$ cat src/rtl/lyr1_pkg.sv
// Shared types and constants for the layer-1 3x3 convolution controller.
// The MAC format is Q8.8 for the default 16-bit datapath.
package lyr1_pkg;

    typedef enum logic [1:0] {
        IDLE  = 2'd0,
        RUN   = 2'd1,
        DRAIN = 2'd2,
        DONE  = 2'd3
    } state_t;

    localparam int          FX_FRAC        = 8;
    localparam logic [15:0] FX_ONE         = 16'(1 << FX_FRAC);
    localparam logic [3:0]  CFG_BIAS_ADDR  = 4'd9;
    localparam int          RES_FIFO_DEPTH = 4;

endpackage

$ cat src/rtl/lyr1_res_fifo.sv
// Small result FIFO between the MAC output and the activation stage.
// Exposes its occupancy so the sequencer can throttle pixel intake.
module lyr1_res_fifo
    import lyr1_pkg::*;
#(
    parameter int DW = 16
) (
    input  logic          clk,
    input  logic          rst,
    input  logic          push_i,
    input  logic [DW-1:0] data_i,
    input  logic          pop_i,
    output logic [DW-1:0] data_o,
    output logic          valid_o,
    output logic [2:0]    count_o
);

    localparam int AW = $clog2(RES_FIFO_DEPTH);

    logic [DW-1:0] mem_q [RES_FIFO_DEPTH];
    logic [AW-1:0] wrPtr_q;
    logic [AW-1:0] rdPtr_q;
    logic [2:0]    count_q;
    logic          doPush;
    logic          doPop;

    assign doPop   = pop_i && (count_q != 3'd0);
    assign doPush  = push_i && (count_q != 3'(RES_FIFO_DEPTH));
    assign data_o  = mem_q[rdPtr_q];
    assign valid_o = (count_q != 3'd0);
    assign count_o = count_q;

    always_ff @(posedge clk or negedge rst) begin
        if (!rst) begin
            for (int i = 0; i < RES_FIFO_DEPTH; i++) begin
                mem_q[i] <= '0;
            end
            wrPtr_q <= '0;
            rdPtr_q <= '0;
            count_q <= '0;
        end else begin
            if (doPush) begin
                mem_q[wrPtr_q] <= data_i;
                wrPtr_q        <= wrPtr_q + 1'b1;
            end
            if (doPop) begin
                rdPtr_q <= rdPtr_q + 1'b1;
            end
            case ({doPush, doPop})
                2'b10:   count_q <= count_q + 3'd1;
                2'b01:   count_q <= count_q - 3'd1;
                default: count_q <= count_q;
            endcase
        end
    end

endmodule

$ cat src/rtl/lyr1_conv_ctrl.sv
// Layer-1 3x3 convolution sequencer: builds raster windows from two line
// buffers, feeds the external MAC and queues its results for the next stage.
module lyr1_conv_ctrl
    import lyr1_pkg::*;
#(
    parameter int IMG_W = 28,
    parameter int IMG_H = 28,
    parameter int DW    = 16
) (
    input  logic            clk,
    input  logic            rst,
    input  logic            start,
    input  logic            cfg_we,
    input  logic [3:0]      cfg_addr,
    input  logic [DW-1:0]   cfg_data,
    input  logic            in_valid,
    output logic            in_ready,
    input  logic [DW-1:0]   in_data,
    output logic [9*DW-1:0] mac_d,
    output logic [9*DW-1:0] mac_w,
    output logic [DW-1:0]   mac_b,
    input  logic [DW-1:0]   mac_res,
    output logic            out_valid,
    input  logic            out_ready,
    output logic [DW-1:0]   out_data,
    output logic            busy,
    output logic            done
);

    localparam int CW = $clog2(IMG_W);
    localparam int RW = $clog2(IMG_H);

    state_t        state_q, state_d;
    logic [CW-1:0] col_q;
    logic [RW-1:0] row_q;
    logic [DW-1:0] lineBuf0_q [IMG_W];
    logic [DW-1:0] lineBuf1_q [IMG_W];
    logic [DW-1:0] win_q      [9];
    logic [DW-1:0] weight_q   [9];
    logic [DW-1:0] bias_q;
    logic          vWin_q;
    logic          vMac_q;
    logic [2:0]    fifoCount;
    logic          accept;
    logic          lastPixel;
    logic          startFrame;

    assign accept     = in_valid && in_ready;
    assign lastPixel  = (row_q == RW'(IMG_H - 1)) && (col_q == CW'(IMG_W - 1));
    assign startFrame = (state_q == IDLE) && start;
    // Reserve a FIFO slot for every result already in the MAC pipeline.
    assign in_ready   = (state_q == RUN) &&
                        (({1'b0, fifoCount} + 4'(vWin_q) + 4'(vMac_q)) <= 4'd3);

    always_ff @(posedge clk or negedge rst) begin
        if (!rst) begin
            state_q <= IDLE;
        end else begin
            state_q <= state_d;
        end
    end

    always_comb begin
        state_d = state_q;
        busy    = 1'b0;
        done    = 1'b0;
        case (state_q)
            IDLE: begin
                if (start) state_d = RUN;
            end
            RUN: begin
                busy = 1'b1;
                if (accept && lastPixel) state_d = DRAIN;
            end
            DRAIN: begin
                busy = 1'b1;
                if (!vWin_q && !vMac_q && (fifoCount == 3'd0)) state_d = DONE;
            end
            DONE: begin
                done    = 1'b1;
                state_d = IDLE;
            end
            default: state_d = IDLE;
        endcase
    end

    always_ff @(posedge clk or negedge rst) begin
        if (!rst) begin
            col_q  <= '0;
            row_q  <= '0;
            vWin_q <= 1'b0;
            vMac_q <= 1'b0;
            for (int i = 0; i < 9; i++) begin
                win_q[i] <= '0;
            end
        end else if (startFrame) begin
            col_q  <= '0;
            row_q  <= '0;
            vWin_q <= 1'b0;
            vMac_q <= 1'b0;
            for (int i = 0; i < 9; i++) begin
                win_q[i] <= '0;
            end
        end else begin
            vWin_q <= accept && (row_q >= RW'(2)) && (col_q >= CW'(2));
            vMac_q <= vWin_q;
            if (accept) begin
                if (col_q == CW'(IMG_W - 1)) begin
                    col_q <= '0;
                    row_q <= (row_q == RW'(IMG_H - 1)) ? '0 : row_q + 1'b1;
                end else begin
                    col_q <= col_q + 1'b1;
                end
                for (int r = 0; r < 3; r++) begin
                    win_q[3*r]   <= win_q[3*r+1];
                    win_q[3*r+1] <= win_q[3*r+2];
                end
                win_q[2] <= lineBuf1_q[col_q];
                win_q[5] <= lineBuf0_q[col_q];
                win_q[8] <= in_data;
            end
        end
    end

    // Line buffers hold the two previous rows; no reset needed since a frame start clears them.
    always_ff @(posedge clk) begin
        if (startFrame) begin
            for (int i = 0; i < IMG_W; i++) begin
                lineBuf0_q[i] <= '0;
                lineBuf1_q[i] <= '0;
            end
        end else if (accept) begin
            lineBuf1_q[col_q] <= lineBuf0_q[col_q];
            lineBuf0_q[col_q] <= in_data;
        end
    end

    always_ff @(posedge clk or negedge rst) begin
        if (!rst) begin
            bias_q <= '0;
            for (int i = 0; i < 9; i++) begin
                weight_q[i] <= '0;
            end
        end else if ((state_q == IDLE) && cfg_we) begin
            if (cfg_addr < CFG_BIAS_ADDR) begin
                weight_q[cfg_addr] <= cfg_data;
            end else if (cfg_addr == CFG_BIAS_ADDR) begin
                bias_q <= cfg_data;
            end
        end
    end

    always_comb begin
        mac_d = '0;
        mac_w = '0;
        for (int i = 0; i < 9; i++) begin
            mac_d[i*DW +: DW] = win_q[i];
            mac_w[i*DW +: DW] = weight_q[i];
        end
    end

    assign mac_b = bias_q;

    lyr1_res_fifo #(.DW(DW)) u_res_fifo (
        .clk     (clk),
        .rst     (rst),
        .push_i  (vMac_q),
        .data_i  (mac_res),
        .pop_i   (out_ready),
        .data_o  (out_data),
        .valid_o (out_valid),
        .count_o (fifoCount)
    );

endmodule

$ cat config.mk
export PLATFORM = sky130hd
export DESIGN_NAME = lyr1_conv_ctrl
export DESIGN_NICKNAME = d
export VERILOG_FILES = /design/src/rtl/lyr1_pkg.sv /design/src/rtl/lyr1_res_fifo.sv /design/src/rtl/lyr1_conv_ctrl.sv
export SDC_FILE = /design/constraint.sdc
export NUM_CORES = 2
export LEC_CHECK = 0
export CORE_MARGIN = 2
export CORE_UTILIZATION = 25
export CTS_CLUSTER_SIZE = 8
export DETAILED_ROUTE_END_ITERATION = 12
export SETUP_SLACK_MARGIN = 0.02
export SLEW_MARGIN = 10
export SYNTH_ARGS = -nofsm -noshare
export SYNTH_HDL_FRONTEND = slang
export SYNTH_SLANG_ARGS = --single-unit
$ cat constraint.sdc
create_clock -name clk -period 4.2 [get_ports clk]
set_input_delay 0.63 -clock clk [delete_from_list [all_inputs] [get_ports clk]]
set_output_delay 0.63 -clock clk [all_outputs]
set_load 0.02 [all_outputs]
; ---- After elaboration in Yosys (flattened, before gate mapping)
; Memory sizes are Yosys's and may differ from the RTL's.
; Cells that the tools add are included.
[word_totals]
output_inout_bits = 324
in_bits = 58
mem_bits_rw = 896
register_bits = 389
memories = 2
[op_classes]
mux = 38
reduce_logical = 29
eq_ne = 12
add_sub_neg = 8
order_cmp = 9
bitwise = 4
[mem_list]
columns = name, words, width, rd, rd_ports_with_merged_regs, wr, line
row1 = lineBuf0_q, 28, 16, 1, 0, 28, lyr1_conv_ctrl.sv:36  ; logic [DW-1:0] lineBuf0_q [IMG_W];
row2 = lineBuf1_q, 28, 16, 1, 0, 28, lyr1_conv_ctrl.sv:37  ; logic [DW-1:0] lineBuf1_q [IMG_W];
[ops]
columns = operator, count
row1 = 144-bit two-way mux, 2
row2 = 144-bit bitwise mux, 1
row3 = 16-bit two-way mux, 6
row4 = 64-bit bitwise mux, 1
row5 = 16-bit demux with 4-bit select, 1
row6 = 5-bit two-way mux, 9
row7 = 16-bit binary-select mux with 2-bit select, 1
row8 = 16-bit demux with 2-bit select, 1
row9 = 16-bit OR reduction, 2
row10 = 1-bit logical AND, 14
row11 = 1-bit two-way mux, 11
row12 = 5-bit by 1-bit adder with 5-bit output (second input constant), 2
row13 = 5-bit equality test (second input constant), 2
row14 = 5-bit by 2-bit greater-or-equal comparator with 1-bit output (second input constant), 2
row15 = 2-bit case mux with 4 select lines, 1
row16 = 2-bit equality test (second input constant), 3
row17 = 3-bit greater-or-equal comparator (second input constant), 2
row18 = 2-bit two-way mux, 3
row19 = 2-bit NOT with 3-bit output, 2
row20 = 3-bit case mux with 2 select lines, 1
row21 = 3-bit AND reduction, 2
row22 = 2-bit nonzero test, 3
row23 = 5-bit greater-or-equal comparator (second input constant), 1
row24 = 5-bit by 1-bit less-than comparator with 1-bit output (second input constant), 1
row25 = 21 further kinds, 26

; ---- Logic depth before layout (Yosys ltp)
[depth]
ltp_word = 10
depth_mapped = 11
ltp_nobuf = 9

; ---- By module
; From an unflattened synthesis, not the netlist that was laid out.
[unflattened]
hier_cells = 3806
area_unflattened_um2 = 59797.4
[modules_own_cells]
columns = mod, cells_each, area_each_um2, n_inst
row1 = lyr1_conv_ctrl, 3614, 56442.9, 1
row2 = lyr1_res_fifo, 192, 3354.5, 1

; ---- Least setup slack after synthesis
; No wires, ideal clock.
[synth_path]
kind = register -> register
from = register col_q[1]
to = memory lineBuf0_q[13][0] (enable)
period_less_slack_ns = 3.342
required_ns = 3.722
path_stages_with_launch = 11
slack_ns = 0.858
arrival_time_ns = 2.864
setup_ns = 0.478
n_path_buf = 6
cell_sequence = dfrtp_1 -> buf_2 -> buf_4 -> buf_2 -> buf_1 -> inv_1 -> ha_1 -> clkbuf_1 -> nand3_1 -> clkbuf_1 -> nand2_1
[synth_rtl]
columns = element, line
row1 = "start, declared", lyr1_conv_ctrl.sv:34  ; logic [CW-1:0] col_q;
row2 = "start signal, assigned", lyr1_conv_ctrl.sv:112  ; col_q <= col_q + 1'b1;
row3 = "end, declared", lyr1_conv_ctrl.sv:36

==> metrics.md <==
| Metric | Value |
|---|---|
| Status | complete, no violations |
| Avg Inst Size Synth | 15.7 µm² |
| Final Max Tran Viols | 0 |
| Clk sinks | 1,413 |
| Hold-critical path depth | 1 |
| Most frequent cells in the layout | edfxtp_1, nor2_1, and2_1 |
| R2R cell count | 6 |
| # resized after CTS | 0 |
| Synth Flop Type | edfxtp_1 |
| Via count | 34,800 |
| RSZ-0062 raised after global routing | no |
| Vias in the first global route | 35,400 |
| Remaining DRCs | 0 |
| Final Instance Count excl. Fillers | 7,461 |
| Post-detail-place hpwl | 106,000 µm |
| Total power | 45.0 mW |
| Clock Path Buffers | 3 |
| Pre-CTS setup slack | 0.593 ns |
| TritonCTS clock tree | yes |
| RR Startpoint | col_q[1] |
| Yosys Warn Count | 0 |
| DP Area | 0.0675 mm² |
| Clk root buf | clkbuf_16 |
| NetSw | 15.2 mW |
| Hold Path Class | reg2reg |
| Clock power frac | 0.315 |
| Placed insts | 7,201 |
| Drt via density | 4.67 |
| Fin crit period | 3.60 ns |
| Syn Inst Count | 3,794 |
| Worst EP required | 4.70 ns |
| CTS H-tree depth | 4 |
| CP max FO | 45 |
| First-pass GRT wire length | 246,000 µm |
| Leakage Power | 26.2 nW |
| Yosys reg bits | 1,413 |
| Crit path cell chain | nor2_1 > a221oi_1 > o21ai_0 > a22o_1 > buf_4 > inv_1 |
| Final hold vios | 0 |
| CP top delay family | compound AO/OA/AOI/OAI gates |
| DIE HEIGHT | 491 µm |
| Layout Nets | 4,324 |
| Fin area | 0.0728 mm² |
| Port-buffer cells | 381 |
| Core ar. | 0.236 mm² |
| Most common cell after layout, fill and taps aside | edfxtp_1 |
| CP bufs+invs | 2 |
| Slowest stage cell, crit path | nor2_1 |
| Initial core utilization | 0.252 |
| Post-synth net total | 3,870 |
| Clk pin slew, worst setup/hold paths | 0.05 ns |
| Fin crit share | 0.857 |
| Detailed-router iteration count before antenna repair | 6 |
| Clk_lat worst skew | 0.81 ns |
| WS Path Type | reg2reg |
| Avg WL per Cell | 22.6 µm |
| FMAX | 0.278 GHz |
| Arr. time, crit path | 4.10 ns |
| Fin util | 0.309 |
| Initial antenna violation count | 12 |
| Routed Antenna Nets | 0 |
| Skew final | 0.0396 ns |
| First-iteration detailed-routing DRC count | 3,594 |
| End point of the worst hold path | u_res_fifo.mem_q[26] |
| Setup_tns | 0 ns |
| Die ar. | 0.241 mm² |
| Mapped cell area | 0.0594 mm² |
| Final Hold Slack | 0.496 ns |
| Seq pwr share | 0.381 |
| Post-synth EDFFs | 1,024 |
| Worst R2R Setup Slack | 0.60 ns |
| Setup crit start kind | register |
| Die Width | 491 µm |
| Worst slew pin tran | 0.963 ns |
| Share of post-route cells with drive strength above 1 | 0.210 |
| Largest net degree at the start of global routing | 116 |
| Io pins | 382 |
| Comb pwr share | 0.304 |
| Sequential fraction of the synthesis area | 0.682 |
| FP Rows | 178 |
| Setup-failing EPs final | 0 |
| Max incr delay on CP | 0.84 ns |
| CP Capture Type | register |
| CTS buffer count | 194 |
| Hold path startpoint | u_res_fifo.mem_q[26] |
| Power per cell area | 618 mW/mm² |
| Worst vdd ir | 0.546 mV |
| Net Sw Frac | 0.339 |
| Postcts setup bufs | 0 |
| Max-cap check violation count | 0 |
| GRT Total Usage | 0.136 |
| Reg-to-Reg End | lineBuf1_q[28][13] |
| Synth unique cells | 57 |
| Cell Int Power | 29.7 mW |
| Relative slew slack | 0.356 |
| GRT overflow | 0 |
| Asr flop ratio synth | 0.275 |
| Area growth syn-to-layout | 22.6% |
| RD Place Congestion | 0.809 |
| Worst setup margin | 0.600 ns |
| Final WL | 168,000 µm |
==> worst register-to-register path: stages (launching register included) <==
cell	delay, ns
dfrtp_4	0.74
nor2_1	0.89
a221oi_1	0.30
o21ai_0	0.38
a22o_1	0.40
buf_4	0.43
inv_1	0.18
==> cells in the mapped netlist (all sizes together) (2+ instances only) <==
cell / number / area, µm²
a2111oi: 2 / 55.1
a211oi: 5 / 37.5
a21oi: 18 / 93.8
a221oi: 21 / 184
a22o: 142 / 1240
a22oi: 87 / 653
and2: 453 / 2830
and3: 24 / 150
and3b: 2 / 17.5
buf: 179 / 1000
clkbuf: 151 / 567
dfrtp: 389 / 9730
edfxtp: 1024 / 30700
ha: 17 / 213
inv: 32 / 120
mux2: 227 / 2560
mux2i: 75 / 751
mux4: 236 / 5320
nand2: 80 / 300
nand2b: 3 / 18.8
nand3: 45 / 225
nand3b: 5 / 37.5
nand4: 15 / 93.8
nor2: 481 / 1810
nor2b: 4 / 25.0
nor3: 12 / 105
nor3b: 4 / 45.1
o21ai: 29 / 145
o221ai: 4 / 35.0
o22ai: 4 / 25.0
xnor2: 4 / 35.0
xor2: 4 / 35.0
==> metal layers <==
layer | routed length, µm | share of wire | track usage | vias up
li1 | - | - | - | 15000
met1 | 68900 | 0.41 | 0.179 | 18200
met2 | 81600 | 0.48 | 0.221 | 1346
met3 | 11800 | 0.070 | 0.0269 | 310
met4 | 6110 | 0.036 | 0.0546 | 8
met5 | 51 | 0.00030 | 0 | -
==> cell families after synthesis <==
logic type | after synthesis | share of synthesized area
muxes | 538 | 0.145
DFF | 1413 | 0.682
xor gates and xnor gates | 8 | 0.00118
adders and majority gates | 18 | 0.00392
AOI/OAI and AO/OA | 323 | 0.0433
and+or+nand+nor | 1132 | 0.0962
buffers and inverters | 362 | 0.0285
==> power groups by stage <==
stage                     combinational, mW  clock [mW]  sequential [mW]
after floorplan                        7.37           0             17.7
after global placement                 13.6           0             17.4
after detailed placement               13.7           0             17.4
after CTS                              13.7        14.4             17.2
after global routing                   14.3        15.0             17.2
final                                  13.7        14.2             17.1
==> flip-flops by register name, summed over array words and instances, names as in the netlist <==
signal              flops
row_q                   5
mac_b                  16
lineBuf1_q            512
vMac_q                  1
col_q                   5
mac_w                 144
mac_d                 144
u_res_fifo.rdPtr_q      2
lineBuf0_q            512
vWin_q                  1
u_res_fifo.count_o      3
u_res_fifo.mem_q       64
u_res_fifo.wrPtr_q      2
state_q                 2
==> worst max-delay path by stage <==
stage / from / to / slack (ns) / cells past startpoint
after floorplan: col_q[1] / lineBuf0_q[13][0] / 0.86 / 10
after global placement: start / lineBuf0_q[16][13] / 0.62 / 8
after detailed placement: start / lineBuf0_q[16][4] / 0.59 / 8
after CTS: col_q[1] / lineBuf1_q[28][13] / 0.64 / 6
after global routing: col_q[1] / lineBuf1_q[28][13] / 0.50 / 6
final: col_q[1] / lineBuf1_q[28][13] / 0.60 / 6
==> repair_timing <==
item                                    in CTS  in global routing
endpoints found under the hold margin      108                  0
endpoints found under the setup margin       0                  0
hold buffers                                 1                  0
==> final cells by class <==
| type | count | area [µm²] |
|---|---|---|
| diodes | 1 | 2.50 |
| clock buffers | 249 | 5210 |
| clock inverters | 9 | 130 |
| fillers | 23100 | 163000 |
| inverters | 32 | 120 |
| multi-input cells | 2019 | 17200 |
| flip-flops and latches | 1413 | 40500 |
| well taps | 3150 | 3940 |
| repair buffers | 588 | 5680 |
Power figures use the tool's default switching activity.
